**config.mk**
```make
export PLATFORM = sky130hd
export DESIGN_NAME = db15_shift_reader
export DESIGN_NICKNAME = d
export VERILOG_FILES = /design/src/rtl/db15_shift_reader_pkg.sv /design/src/rtl/db15_shift_reader_tick_gen.sv /design/src/rtl/db15_shift_reader.sv
export SDC_FILE = /design/constraint.sdc
export NUM_CORES = 1
export LEC_CHECK = 0
export BUFFER_PORTS_ARGS = -buffer_cell sky130_fd_sc_hd__buf_2
export CAP_MARGIN = 10
export CORE_MARGIN = 2
export CORE_UTILIZATION = 45
export DETAILED_ROUTE_END_ITERATION = 10
export PLACE_DENSITY = 0.73
export SETUP_SLACK_MARGIN = 0.3
export SLEW_MARGIN = 0
export SYNTH_ARGS = -nofsm -noshare
export SYNTH_HDL_FRONTEND = slang
export SYNTH_SLANG_ARGS = --single-unit
```
**constraint.sdc**
```tcl
create_clock -name clk -period 4.28 [get_ports clk]
set_input_delay 0.856 -clock clk [delete_from_list [all_inputs] [get_ports clk]]
set_output_delay 0.856 -clock clk [all_outputs]
set_load 0.01 [all_outputs]
```
**src/rtl/db15_shift_reader_pkg.sv**
```systemverilog
// Shared types and constants for the DB15 serial front end: FSM states, button bit positions, frame size.
// Pure declarations; no latency and no backpressure.
package db15_pkg;

   localparam int NUM_PLAYERS     = 2;
   localparam int BITS_PER_PLAYER = 12;
   localparam int FRAME_BITS      = NUM_PLAYERS * BITS_PER_PLAYER;

   // Per-player word layout, LSB first: R L D U A B C D E F S L
   localparam int BTN_R  = 0;
   localparam int BTN_LT = 1;
   localparam int BTN_DN = 2;
   localparam int BTN_UP = 3;
   localparam int BTN_A  = 4;
   localparam int BTN_B  = 5;
   localparam int BTN_C  = 6;
   localparam int BTN_D  = 7;
   localparam int BTN_E  = 8;
   localparam int BTN_F  = 9;
   localparam int BTN_S  = 10;
   localparam int BTN_L  = 11;

   typedef enum logic [2:0] {
      IDLE,
      LOAD,
      SHIFT_LO,
      SHIFT_HI,
      UPDATE
   } state_t;

   function automatic logic [15:0] to_joy(input logic [BITS_PER_PLAYER-1:0] b);
      return {{(16 - BITS_PER_PLAYER){1'b0}}, b};
   endfunction

endpackage

```
**src/rtl/db15_shift_reader_tick_gen.sv**
```systemverilog
// Free-running divider: one-clk tick strobe every CLK_DIV clocks (CLK_DIV >= 2), held at count 0 in reset.
// Tick is decoded from the registered count; no backpressure.
module db15_tick_gen #(
   parameter int CLK_DIV = 48
) (
   input  logic clk_i,
   input  logic rst_ni,
   output logic tick_o
);

   localparam int CW = $clog2(CLK_DIV);

   logic [CW-1:0] cnt_q;
   logic [CW-1:0] cnt_d;

   assign tick_o = (cnt_q == CW'(CLK_DIV - 1));
   assign cnt_d  = tick_o ? '0 : cnt_q + CW'(1);

   always_ff @(posedge clk_i or negedge rst_ni) begin
      if (!rst_ni) begin
         cnt_q <= '0;
      end else begin
         cnt_q <= cnt_d;
      end
   end

endmodule

```
**src/rtl/db15_shift_reader.sv**
```systemverilog
// DB15 adapter front end: drives the 74HC165 load/clock chain and deserialises two 12-bit player words.
// Both words update together one clk after the last bit; no backpressure. DB15_DEBOUNCE_EN publishes only on two equal frames.
module db15_shift_reader
   import db15_pkg::*;
#(
   parameter int CLK_DIV   = 48,
   parameter int GAP_TICKS = 16
) (
   input  logic        clk,
   input  logic        reset_n,
   input  logic        joy_data,
   output logic        joy_clk,
   output logic        joy_load,
   output logic [15:0] joystick1,
   output logic [15:0] joystick2,
   output logic        frame_done
);

   localparam int GW = $clog2(GAP_TICKS + 2);
   localparam int BW = $clog2(FRAME_BITS);

   logic                  rst_meta_q, rst_sync_q;
   logic                  data_meta_q, data_sync_q;
   logic                  tick;
   state_t                state_q;
   logic [GW-1:0]         gap_q;
   logic [BW-1:0]         bit_q;
   logic [FRAME_BITS-1:0] sr_q;
   logic                  joy_clk_q, joy_load_q, frame_done_q;
   logic [15:0]           joystick1_q, joystick2_q;
`ifdef DB15_DEBOUNCE_EN
   logic [FRAME_BITS-1:0] cand_q;
`endif

   // Reset asserts immediately but leaves synchronously to clk
   always_ff @(posedge clk or negedge reset_n) begin
      if (!reset_n) begin
         rst_meta_q <= 1'b0;
         rst_sync_q <= 1'b0;
      end else begin
         rst_meta_q <= 1'b1;
         rst_sync_q <= rst_meta_q;
      end
   end

   always_ff @(posedge clk or negedge rst_sync_q) begin
      if (!rst_sync_q) begin
         data_meta_q <= 1'b1;
         data_sync_q <= 1'b1;
      end else begin
         data_meta_q <= joy_data;
         data_sync_q <= data_meta_q;
      end
   end

   db15_tick_gen #(
      .CLK_DIV (CLK_DIV)
   ) u_tick (
      .clk_i  (clk),
      .rst_ni (rst_sync_q),
      .tick_o (tick)
   );

   always_ff @(posedge clk or negedge rst_sync_q) begin
      if (!rst_sync_q) begin
         state_q      <= IDLE;
         gap_q        <= '0;
         bit_q        <= '0;
         sr_q         <= '0;
         joy_clk_q    <= 1'b0;
         joy_load_q   <= 1'b1;
         joystick1_q  <= '0;
         joystick2_q  <= '0;
         frame_done_q <= 1'b0;
`ifdef DB15_DEBOUNCE_EN
         cand_q       <= '0;
`endif
      end else begin
         frame_done_q <= 1'b0;
         unique case (state_q)
            IDLE: if (tick) begin
               if (gap_q == GW'(GAP_TICKS)) begin
                  joy_load_q <= 1'b0;
                  state_q    <= LOAD;
               end else begin
                  gap_q <= gap_q + GW'(1);
               end
            end
            LOAD: if (tick) begin
               joy_load_q <= 1'b1;
               bit_q      <= '0;
               state_q    <= SHIFT_LO;
            end
            // Data line is active-low; the bit is taken just before the rising joy_clk
            SHIFT_LO: if (tick) begin
               sr_q[bit_q] <= ~data_sync_q;
               joy_clk_q   <= 1'b1;
               state_q     <= SHIFT_HI;
            end
            SHIFT_HI: if (tick) begin
               joy_clk_q <= 1'b0;
               if (bit_q == BW'(FRAME_BITS - 1)) begin
                  state_q <= UPDATE;
               end else begin
                  bit_q   <= bit_q + BW'(1);
                  state_q <= SHIFT_LO;
               end
            end
            UPDATE: begin
`ifdef DB15_DEBOUNCE_EN
               cand_q <= sr_q;
               if (sr_q == cand_q) begin
                  joystick1_q  <= to_joy(sr_q[BITS_PER_PLAYER-1:0]);
                  joystick2_q  <= to_joy(sr_q[FRAME_BITS-1:BITS_PER_PLAYER]);
                  frame_done_q <= 1'b1;
               end
`else
               joystick1_q  <= to_joy(sr_q[BITS_PER_PLAYER-1:0]);
               joystick2_q  <= to_joy(sr_q[FRAME_BITS-1:BITS_PER_PLAYER]);
               frame_done_q <= 1'b1;
`endif
               gap_q   <= '0;
               state_q <= IDLE;
            end
            default: state_q <= IDLE;
         endcase
      end
   end

   assign joy_clk    = joy_clk_q;
   assign joy_load   = joy_load_q;
   assign joystick1  = joystick1_q;
   assign joystick2  = joystick2_q;
   assign frame_done = frame_done_q;

endmodule

```
-- Word-level counts from Yosys, hierarchy flattened
Index checks and enable logic that the tools add are counted.
- output and inout bits: 35
- bits in registers: 74
- logic and storage cells: 71
- bitwise gates (word level): 1
- mux-type cells: 25
- equal/unequal tests: 14
- $add $sub $neg: 3
- reduce and logical (&&, ||, !) cells: 12
- order comparisons: 2
- operators with widths (kind ; number):
    5-bit 2-to-1 mux ; 5
    24-bit bitwise mux ; 1
    5-bit one-hot mux with 2 select lines ; 2
    3-bit 2-to-1 mux ; 6
    3-bit one-hot mux with 4 select lines ; 1
    5-bit by 1-bit adder with 5-bit output, second input constant ; 2
    5-bit equality test, second input constant ; 2
    2-bit by 1-bit inequality test with 1-bit output, second input constant ; 4
    4-bit AND reduction ; 2
    2-bit nonzero test ; 4
    6-bit by 1-bit adder with 6-bit output, second input constant ; 1
    3-bit by 2-bit equality test with 1-bit output, second input constant ; 2
    6-bit equality test, second input constant ; 1
    5-bit by 6-bit less-than comparator with 1-bit output, second input constant ; 1
    1-bit 2-to-1 mux ; 6
    6-bit 2-to-1 mux ; 1
    2-bit inequality test, second input constant ; 3
    3-bit AND reduction ; 2
    1-bit demux with 5-bit select ; 1
    5-bit by 1-bit greater-or-equal comparator with 1-bit output, second input constant ; 1
    5-bit AND reduction ; 1
    1-bit one-hot mux with 2 select lines ; 2
    3-bit by 1-bit equality test with 1-bit output, second input constant ; 1
    3-bit equality test, second input constant ; 1
    other kinds (4) ; 4

-- Longest topological paths before layout
Gate-level depths: netlist of run 1.
- depth in word-level cells: 5
- mapped depth: 6
- depth with buffers taken out: 6

-- By module
A second synthesis of run 1 with hierarchy kept.
- cell total of the unflattened synthesis: 291
- area, all modules: 3434.5 µm²
- modules (own cells, without submodules) (module ; times used ; cells an instance ; area each (µm²) ; sequential area each (µm²)):
    db15_shift_reader ; 1 ; 269 ; 3175.5 ; 1705.4
    db15_tick_gen ; 1 ; 22 ; 259.0 ; 150.1

-- Worst setup path after synthesis of run 1
OpenSTA, ideal clock, no wires.
- path kind: register -> register
- start point: register u_tick.cnt_q[0]
- end point: register bit_q[4]
- stages on the path, launching flop included: 7
- arrival: 1447 ps
- slack: 2764 ps
- clock period less this slack: 1516 ps
- cells stage by stage: dfrtp_1 > ha_1 > and3_1 > buf_4 > nand2_2 > or4_1 > nand3_1
- longest elaborated chain between the ends: 3
- ends and longest elaborated chain (what ; RTL line ; source):
    start: declaration ; db15_shift_reader_tick_gen.sv:13 ; logic [CW-1:0] cnt_q;
    start signal: assignment ; db15_shift_reader_tick_gen.sv:23 ; cnt_q <= cnt_d;
    6-bit equality test * ; db15_shift_reader_tick_gen.sv:16 ; assign tick_o = (cnt_q == CW'(CLK_DIV - 1));
    2-bit by 1-bit inequality test with 1-bit output (no source line) ; - ;
    4-bit AND reduction (no source line) * ; - ;
    end signal: assignment ; db15_shift_reader.sv:105 ; bit_q <= bit_q + BW'(1);
    end: declaration ; db15_shift_reader.sv:27 ; logic [BW-1:0] bit_q;
Every way passes the cells marked *; elsewhere a longest branch is shown, timed or not.
A chain may end at the register's enable or synchronous reset.

-- Worst setup path after layout of run 1
- start point: register state_q[1]
- end point: register gap_q[1]
- longest elaborated chain between the ends: 3
- ends and longest elaborated chain (what ; RTL line ; source):
    start: declaration ; db15_shift_reader.sv:25 ; state_t state_q;
    start signal: assignment ; db15_shift_reader.sv:66 ; state_q <= IDLE;
    start signal: assignment ; db15_shift_reader.sv:84 ; state_q <= LOAD;
    start signal: assignment ; db15_shift_reader.sv:92 ; state_q <= SHIFT_LO;
    3-bit equality test or 3-bit zero test (tied branches) ; db15_shift_reader.sv:80 ; unique case (state_q)
    2-bit nonzero test (no source line), or another cell as far along ; - ;
    3-bit AND reduction (no source line) ; - ;
    end signal: assignment ; db15_shift_reader.sv:86 ; gap_q <= gap_q + GW'(1);
    end: declaration ; db15_shift_reader.sv:26 ; logic [GW-1:0] gap_q;
Several ways; a longest one is shown, not always the timed one.

==> results of run 1 <==
layer usage:
layer	up-vias	track usage [%]	share of wire, %
li1	1067	-	-
met1	1076	21.7	47
met2	59	23.1	47
met3	9	2.85	4.3
met4	0	7.69	1.6
met5	-	0	0
how the worst max path moves through the flow:
stage	from	to	slack [ps]	depth (start not counted)
4_1_cts	state_q[1]	gap_q[1]	2170	4
3_3_place_gp	state_q[1]	joystick2[3]	2340	3
5_1_grt	state_q[1]	gap_q[1]	1970	4
6_report	state_q[1]	gap_q[1]	2270	4
3_5_place_dp	state_q[1]	gap_q[1]	2210	4
2_1_floorplan	rst_sync_q	bit_q[0]	2070	0
cell usage after synthesis (all sizes together), types with 2 or more instances:
library cell  instances
mux2i                 5
nor3                  8
nand4                 6
a21oi                 5
nand3b                2
o211ai                3
o22ai                 2
dfrtp                71
o31ai                21
nor2                  9
and3                  4
nand3                15
conb                  2
xor2                  2
and2                  2
clkbuf                4
ha                    7
nor2b                 2
dfstp                 3
and4bb                2
nand2                18
mux2                 24
or3                   2
buf                  16
a21o                  2
nor3b                 2
o21ai                23
inv                  11
cell families (layout without fill, tap and decap cells):
logic type / count (synthesis) / count (layout) / synth area share, %
compound gates: 62 / 62 / 12.2
xor+xnor: 2 / 2 / 0.528
fa+ha+maj: 7 / 7 / 2.64
buf+inv: 31 / 57 / 5.31
flops: 74 / 74 / 55.9
mux: 29 / 29 / 9.65
other cells: 2 / 9 / 0.226
simple gates: 77 / 77 / 13.6
through the flow:
| stage | power, mW | instance area (µm²) | hold WS [ps] |
|---|---|---|---|
| 2_1_floorplan | 0.736 | 3350 | 331 |
| 3_3_place_gp | 0.737 | 3490 | 333 |
| 3_5_place_dp | 0.738 | 3490 | 346 |
| 4_1_cts | 1.33 | 3710 | 274 |
| 5_1_grt | 1.36 | 3710 | 271 |
| 6_report | 1.31 | 3710 | 294 |
sequential cells by signal (all words and copies together) (netlist names):
register      cells
rst_meta_q        1
frame_done        1
data_meta_q       1
rst_sync_q        1
joystick1        12
joystick2        12
u_tick.cnt_q      6
data_sync_q       1
sr_q             24
gap_q             5
state_q           3
joy_load          1
joy_clk           1
bit_q             5
worst max-delay path, cell delays in order (launching register included):
cell	delay [ps]
dfrtp_1	590
nor2_1	70
nand2_1	790
inv_1	170
o31ai_1	290
power groups by stage:
stage / combinational (mW) / sequential [mW] / clock (mW)
6_report: 0.00941 / 0.713 / 0.587
5_1_grt: 0.0109 / 0.716 / 0.634
4_1_cts: 0.00976 / 0.714 / 0.607
3_5_place_dp: 0.00974 / 0.728 / 0
3_3_place_gp: 0.00944 / 0.728 / 0
2_1_floorplan: 0.0108 / 0.725 / 0
area by class of cell:
| class | count | area, µm² |
|---|---|---|
| Fill cell | 644 | 3500 |
| Timing Repair Buffer | 30 | 153 |
| Sequential cell | 74 | 1860 |
| Clock inverter | 4 | 75.1 |
| Tap cell | 99 | 124 |
| Multi-Input combinational cell | 186 | 1320 |
| Inverter | 11 | 41.3 |
| Clock buffer | 12 | 145 |
==> results.yml, run 1 <==
logic_synthesis:
  yosys_register_bits: 74
  syn_inst: 284
  syn-cell-area_mm2: 0.00332
  ys_seq_area_share_pct: 55.9
  synth.area.top_cells: "dfrtp_1 54%, mux2_2 8.1%, o31ai_1 4.7%"
  async_flop_share_pct: 100
  yosysTopAreaCellShare_pct: 53.5
  ys.flop_type: "dfrtp_1"
  synth-edff-count: 0
  yosys_warnings: 0
  synth_top_area_cell: "dfrtp_1"
  synth_cell_types: 44
  avgSynthCellArea_um2: 11.7
cts:
  clock_sinks: 74
  cts_buffers: 9
  clock_latency_ps: 340
  clk_pin_slew_worst_paths_ps: 80
  cts_root_buf: "clkbuf_8"
  htreeDepth: 3
  cts_tree: "done"
  cts_resized: 0
  cts_setup_buffers: 0
  cts.path.max_buffers: 2
  hold_buffers: 0
global_routing:
  grt_pass1_wl_um: 9850
  grt_pass1_vias: 1991
  grt.total_usage_pct: 15.4
  grt_max_degree: 49
  overflow: 0
  antenna_found_initial: 0
pwr:
  leakage_nw: 1.87
  irDropWorstVdd_v: 0.000150
  p_int_mw: 1.05
  pwr-share-comb_pct: 0.7
  swShare_pct: 20.0
  p_seq_share_pct: 54.5
  powerDensity_mw_per_mm2: 353
  p_sw_mw: 0.262
  power.share.clock_pct: 44.8
floorplanning:
  floorplan.die_area_mm2: 0.00808
  core_mm2: 0.00721
  die_h_um: 89.9
  die_x_um: 89.9
  start_util_pct: 46.0
  io_pins: 38
  num_rows: 31
route:
  vias: 2211
  remaining_drc_errors: 0
  drtPass1Iterations: 4
  postRouteAntennaNets: 0
  drtIter0Drc: 182
  viasPerCell: 5.31
  wl_per_cell_um: 13.9
  drt_wl_total_um: 5770
cells_and_area:
  area_growth_pct: 11.7
  stdcell_count: 416
  fin_util_pct: 51.4
  diodes: 0
  final_cell_mix: "70 x dfrtp_1, 29 x buf_2, 24 x mux2_2"
  layout_commonest_cell: "dfrtp_1"
  finalNetCount: 322
  drive_gt1_share_pct: 26.5
worst_setup_path:
  rrSetupSlack_ps: 2270
  worstSetupEndpointType: "flip-flop"
  worst_setup_path_start_kind: "flip-flop"
  critPathKind: "reg -> reg"
  worst_ep_arrival_time_ps: 2250
  cp_max_fo: 26
  reg2reg_to: "gap_q[1]"
  critical_path_required_ps: 4520
  r2r_start: "state_q[1]"
  r2r.worst_path.cells: 4
timing:
  setup_tns_ps: 0
  min_period_ps: 2010
  slew_viol_final: 0
  fmax_mhz: 497
  clock_skew_ps: 8.77
  postLayoutSetupSlackWorst_ps: 2270
  min_period_over_period_pct: 47.0
  tightest_slew_ps: 1070
  slew_headroom_pct: 28.3
  hold_viol: 0
  setup_viol: 0
  rsz0062_at_grt: "no"
place:
  place_ws_ps: 2210
  place.detailed.hpwl_um: 3900
  place_congestion: 0.860
  dpl.cell_count: 400
  port_buffers: 29
min_path:
  hp-class: "in -> async"
run_status:
  run_status: "finished, final reports clean"
flow_run:
  max-cap-violations: 0
Note: power is estimated with default switching activity, not from simulation.
==> inputs of run 2 (changes only) <==
clock period = 2 ns   (was 4.28 ns; I/O delays follow)
==> run 2 against run 1 <==
  * Clock skew decreased by 3.1 ps
  * Via count fell by 0.41%
  * Routed wire length grew 3.9%
  * Worst setup slack got worse by 1900 ps
  * Largest cell class unchanged
==> results.yml, run 2 (synthesis results as in run 1) <==
timing:
  rsz0062_at_grt: "yes"
  min_period_over_period_pct: 83.0
  setup_viol: 0
  clock_skew_ps: 5.63
  setup_tns_ps: 0
  fmax_mhz: 602
  hold_viol: 0
  slew_viol_final: 0
  min_period_ps: 1660
pwr:
  irDropWorstVdd_v: 0.000427
  powerDensity_mw_per_mm2: 732
  leakage_nw: 1.93
global_routing:
  grt_max_degree: 41
  grt_pass1_vias: 2104
  grt_pass1_wl_um: 10400
  antenna_found_initial: 0
  overflow: 0
  grt.total_usage_pct: 16.1
cts:
  clk_pin_slew_worst_paths_ps: 70
  cts_tree: "done"
  cts_buffers: 9
  clock_latency_ps: 350
  clock_sinks: 74
  htreeDepth: 3
  cts_root_buf: "clkbuf_8"
  cts.path.max_buffers: 2
floorplanning:
  core_mm2: 0.00721
  die_h_um: 89.9
  io_pins: 38
  num_rows: 31
  floorplan.die_area_mm2: 0.00808
  die_x_um: 89.9
  start_util_pct: 46.0
route:
  viasPerCell: 5.18
  wl_per_cell_um: 14.1
  postRouteAntennaNets: 0
  drtIter0Drc: 136
  drt_wl_total_um: 6000
  remaining_drc_errors: 0
  drtPass1Iterations: 6
  vias: 2202
worst_setup_path:
  worst_setup_path_start_kind: "flip-flop"
  cp_max_fo: 10
  rrSetupSlack_ps: 340
  critPathKind: "reg -> reg"
  critical_path_required_ps: 2220
  worst_ep_arrival_time_ps: 1880
  worstSetupEndpointType: "flip-flop"
cells_and_area:
  diodes: 0
  fin_util_pct: 53.3
  layout_commonest_cell: "dfrtp_1"
  stdcell_count: 425
  final_cell_mix: "69 x dfrtp_1, 29 x buf_2, 24 x mux2_2"
  area_growth_pct: 15.8
  drive_gt1_share_pct: 30.4
  finalNetCount: 331
  fin_area_mm2: 0.00384
  largest_reg_flops: 24
  largest-register: "sr_q"
flow_run:
  max-cap-violations: 0
place:
  dpl.cell_count: 407
  place_area_mm2: 0.00355
  place_congestion: 0.854
  port_buffers: 29
  place.detailed.hpwl_um: 4160
run_status:
  run_status: "finished, final reports clean"
min_path:
  hp-class: "in -> reg"
run 2: changes by cell type in the layout (fill, tap and decap cells not counted), sizes merged:
cell	delta
buf	+8
clkbuf	-1
clkinv	+2
clkinvlp	-1
dlygate4sd3	+1
run 2: what timing repair did:
action	CTS	global route
buffers inserted	1	0
hold buffers	1	0
pin swaps	1	1
setup endpoints to repair	23	27
gates resized for setup	5	14
hold endpoints to repair	2	0
run 2: worst paths after layout:
check | cells after the start | end | startpoint
min in group asynchronous | 1 | bit_q[3] | rst_sync_q
hold / removal | 1 | data_meta_q | joy_data
max in group asynchronous | 1 | sr_q[3] | rst_sync_q
hold reg to reg | 1 | bit_q[3] | rst_sync_q
setup reg to reg | 6 | sr_q[13] | u_tick.cnt_q[0]
setup / recovery | 6 | sr_q[13] | u_tick.cnt_q[0]
run 2: worst max-delay path, stage by stage (launching register included):
cell and delay, ps:
dfrtp_1 410, ha_2 230, and3_4 230, buf_4 170
nand4_4 200, o21ai_0 210, o31ai_1 90
run 2: stage by stage:
step / total power, mW / setup WS, ps / hold WS [ps]
2_1_floorplan: 1.58 / 484 / 104
3_3_place_gp: 1.58 / 194 / 187
3_5_place_dp: 1.58 / 116 / 187
4_1_cts: 2.85 / 273 / 135
5_1_grt: 2.93 / 254 / 131
6_report: 2.81 / 340 / 148
run 2: report_power, final:
group | total, mW | internal (mW) | leakage, nW | switching [mW]
clock network | 1.26 | 0.732 | 0.109 | 0.532
logic | 0.0392 | 0.00544 | 0.811 | 0.0338
registers | 1.51 | 1.50 | 1.01 | 0.00830
total | 2.81 | 2.24 | 1.93 | 0.574
run 2: area by class of cell:
cell class                 count  area, µm²
clock buffer                  11        141
clock inverter                 5       77.6
fill                         647       3370
inverter                      11       41.3
multi-input combinational    186       1370
sequential                    74       1860
tap                           99        124
timing repair buffer          39        235
run 2: routing by layer:
| layer | part of all wire (%) | vias up | track usage [%] |
|---|---|---|---|
| met5 | 0 | - | 0 |
| met2 | 46 | 42 | 23.8 |
| li1 | - | 1089 | - |
| met3 | 3.5 | 8 | 4.61 |
| met4 | 1.5 | 0 | 6.92 |
| met1 | 49 | 1063 | 22.4 |
==> inputs of run 3 (changes only) <==
ABC_AREA = 1   (was not set)
clock period = 1.6 ns   (was 2 ns; I/O delays follow)
==> run 3 against run 2 <==
  * Count of clock-buffer cells in the layout is 1 lower
  * Combinational power rose by 57%
  * Register-to-register slack worse by 150 ps
  * Largest cell class unchanged
  * Largest power group unchanged
==> results.yml, run 3 <==
route:
  remaining_drc_errors: 0
  drtPass1Iterations: 4
  vias: 2990
  drtIter0Drc: 167
  postRouteAntennaNets: 0
  viasPerCell: 4.89
  drt_wl_total_um: 7890
  wl_per_cell_um: 12.9
worst_setup_path:
  cp_top_family: "simple AND/OR/NAND/NOR gates"
  cpMaxStageDelayCell: "dfrtp_1"
  critPathKind: "reg -> reg"
  r2r.worst_path.cells: 8
  crit_buf_inv: 1
  worst_setup_path_start_kind: "flip-flop"
  cp_max_fo: 6
  worstSetupEndpointType: "flip-flop"
  rrSetupSlack_ps: 190
  cpPeakStageDelay_ps: 390
  critical_path_required_ps: 1840
  cp_cell_sequence: "ha_4, nand3_4, nor2_4, nand2_8, inv_12, nand2_2, nand2_1, nand2_1"
  reg2reg_to: "sr_q[0]"
  r2r_start: "u_tick.cnt_q[1]"
  path_common_cell: "nand2_1"
  critPathLaunch: "u_tick.cnt_q[1]"
  worst_ep_arrival_time_ps: 1650
logic_synthesis:
  syn_inst: 444
  ys_top_cells_by_count: "200 x nand2_1, 71 x dfrtp_1, 42 x nand3_1, 41 x nor2_1, 23 x inv_1"
  yosys_register_bits: 74
  async_flop_share_pct: 100
  synth-edff-count: 0
  synth.area.top_cells: "dfrtp_1 50%, nand2_1 21%, nand3_1 6.0%"
  yosys_warnings: 0
  synth_top_area_cell: "dfrtp_1"
  syn-cell-area_mm2: 0.00353
  synth_cell_types: 26
  synth_most_common_cell: "nand2_1"
  ys.flop_type: "dfrtp_1"
  avgSynthCellArea_um2: 7.95
  ys_seq_area_share_pct: 52.6
  yosysTopAreaCellShare_pct: 50.3
min_path:
  holdPathEnd: "data_meta_q"
  hp-class: "in -> reg"
  min_from: "joy_data"
  holdPathStages: 1
floorplanning:
  floorplan.die_area_mm2: 0.00857
  num_rows: 32
  io_pins: 38
  start_util_pct: 46.2
  core_mm2: 0.00765
  die_h_um: 92.6
  die_x_um: 92.6
pwr:
  p_int_mw: 2.65
  swShare_pct: 22.7
  p_sw_mw: 0.775
  power.share.clock_pct: 43.3
  leakage_nw: 2.46
  p_seq_share_pct: 54.9
  irDropWorstVdd_v: 0.000399
  powerDensity_mw_per_mm2: 767
  pwr-share-comb_pct: 1.8
cells_and_area:
  layout_commonest_cell: "nand2_1"
  diodes: 0
  final_cell_mix: "171 x nand2_1, 64 x dfrtp_1, 41 x nand3_1"
  largest_reg_flops: 24
  area_growth_pct: 26.3
  finalNetCount: 514
  largest-register: "sr_q"
  drive_gt1_share_pct: 29.7
global_routing:
  antenna_found_initial: 0
  grt_pass1_wl_um: 13000
  grt.total_usage_pct: 19.4
  grt_pass1_vias: 2852
  grt_max_degree: 73
  overflow: 0
cts:
  cts.path.max_buffers: 2
  cts_tree: "done"
  clock_sinks: 74
  cts_buffers: 9
  htreeDepth: 3
  cts_root_buf: "clkbuf_8"
  clock_latency_ps: 360
  clk_pin_slew_worst_paths_ps: 70
timing:
  slew_viol_final: 0
  setup_tns_ps: 0
  fmax_mhz: 711
  setup_viol: 0
  rsz0062_at_grt: "yes"
  hold_viol: 0
  slew_headroom_pct: 52.0
  min_period_over_period_pct: 87.9
  clock_skew_ps: 10.0
  tightest_slew_ps: 719
  postLayoutSetupSlackWorst_ps: 194
  min_period_ps: 1410
run_status:
  run_status: "finished, final reports clean"
place:
  port_buffers: 29
  place_congestion: 0.801
  place.detailed.hpwl_um: 4380
  place_ws_ps: 165
flow_run:
  max-cap-violations: 0
## run 3: power groups by stage
stage | Combinational, mW | Sequential, mW | Clock (mW)
2_1_floorplan | 0.0308 | 1.94 | 0
3_3_place_gp | 0.0622 | 1.91 | 0
3_5_place_dp | 0.0629 | 1.92 | 0
4_1_cts | 0.0645 | 1.88 | 1.50
5_1_grt | 0.0720 | 1.88 | 1.58
6_report | 0.0615 | 1.88 | 1.48
## run 3: routing by layer
| layer | vias up | part of all wire, % | track usage, % |
|---|---|---|---|
| li1 | 1488 | - | - |
| met1 | 1418 | 42 | 23.9 |
| met2 | 70 | 51 | 32.2 |
| met3 | 14 | 4.1 | 3.74 |
| met4 | 0 | 2.4 | 10.1 |
| met5 | - | 0 | 0 |
## run 3: area by class of cell
cell class / instances / area [µm²]
well taps: 102 / 128
clock inverters: 6 / 66.3
repair buffers: 59 / 408
flip-flops and latches: 74 / 1860
repair inverters: 5 / 63.8
clock buffers: 10 / 138
multi-input cells: 329 / 1680
inverters: 26 / 115
fillers: 634 / 3190
## run 3: cells by family (layout without fill, tap and decap cells)
group	after synthesis	count (layout)	share of synthesized area [%]
and+or+nand+nor	303	304	35.5
DFF	74	74	52.6
adders and majority gates	7	7	2.48
AOI/OAI and AO/OA	7	7	0.992
xor gates and xnor gates	2	2	0.496
other	2	9	0.213
buffers and inverters	49	106	7.72
## run 3: worst max path at each step
| stage | depth (start not counted) | endpoint | slack (ps) |
|---|---|---|---|
| floorplan | 9 | bit_q[3] | 310 |
| finish | 8 | sr_q[0] | 190 |
| global placement | 9 | bit_q[3] | 200 |
| CTS | 8 | sr_q[0] | 260 |
| global route | 8 | sr_q[10] | 140 |
| detailed placement | 8 | sr_q[21] | 160 |
## run 3: timing repair
item	in CTS	in global routing
hold endpoints to repair	2	0
cloned	4	2
setup endpoints to repair	60	63
pin swaps	7	16
hold buffers	1	0
setup buffers	14	10
resized for setup	23	61
## run 3: per-stage QoR
step	instance area (µm²)	util, %	std cells	hold WS, ps	power (mW)
after floorplan	3580	-	451	24.4	1.97
after global placement	3750	49.0	564	104	1.98
after detailed placement	3750	49.0	564	108	1.98
after CTS	4180	54.7	599	53.9	3.45
after global routing	4460	58.3	611	49.0	3.53
final	4460	58.3	611	58.8	3.42
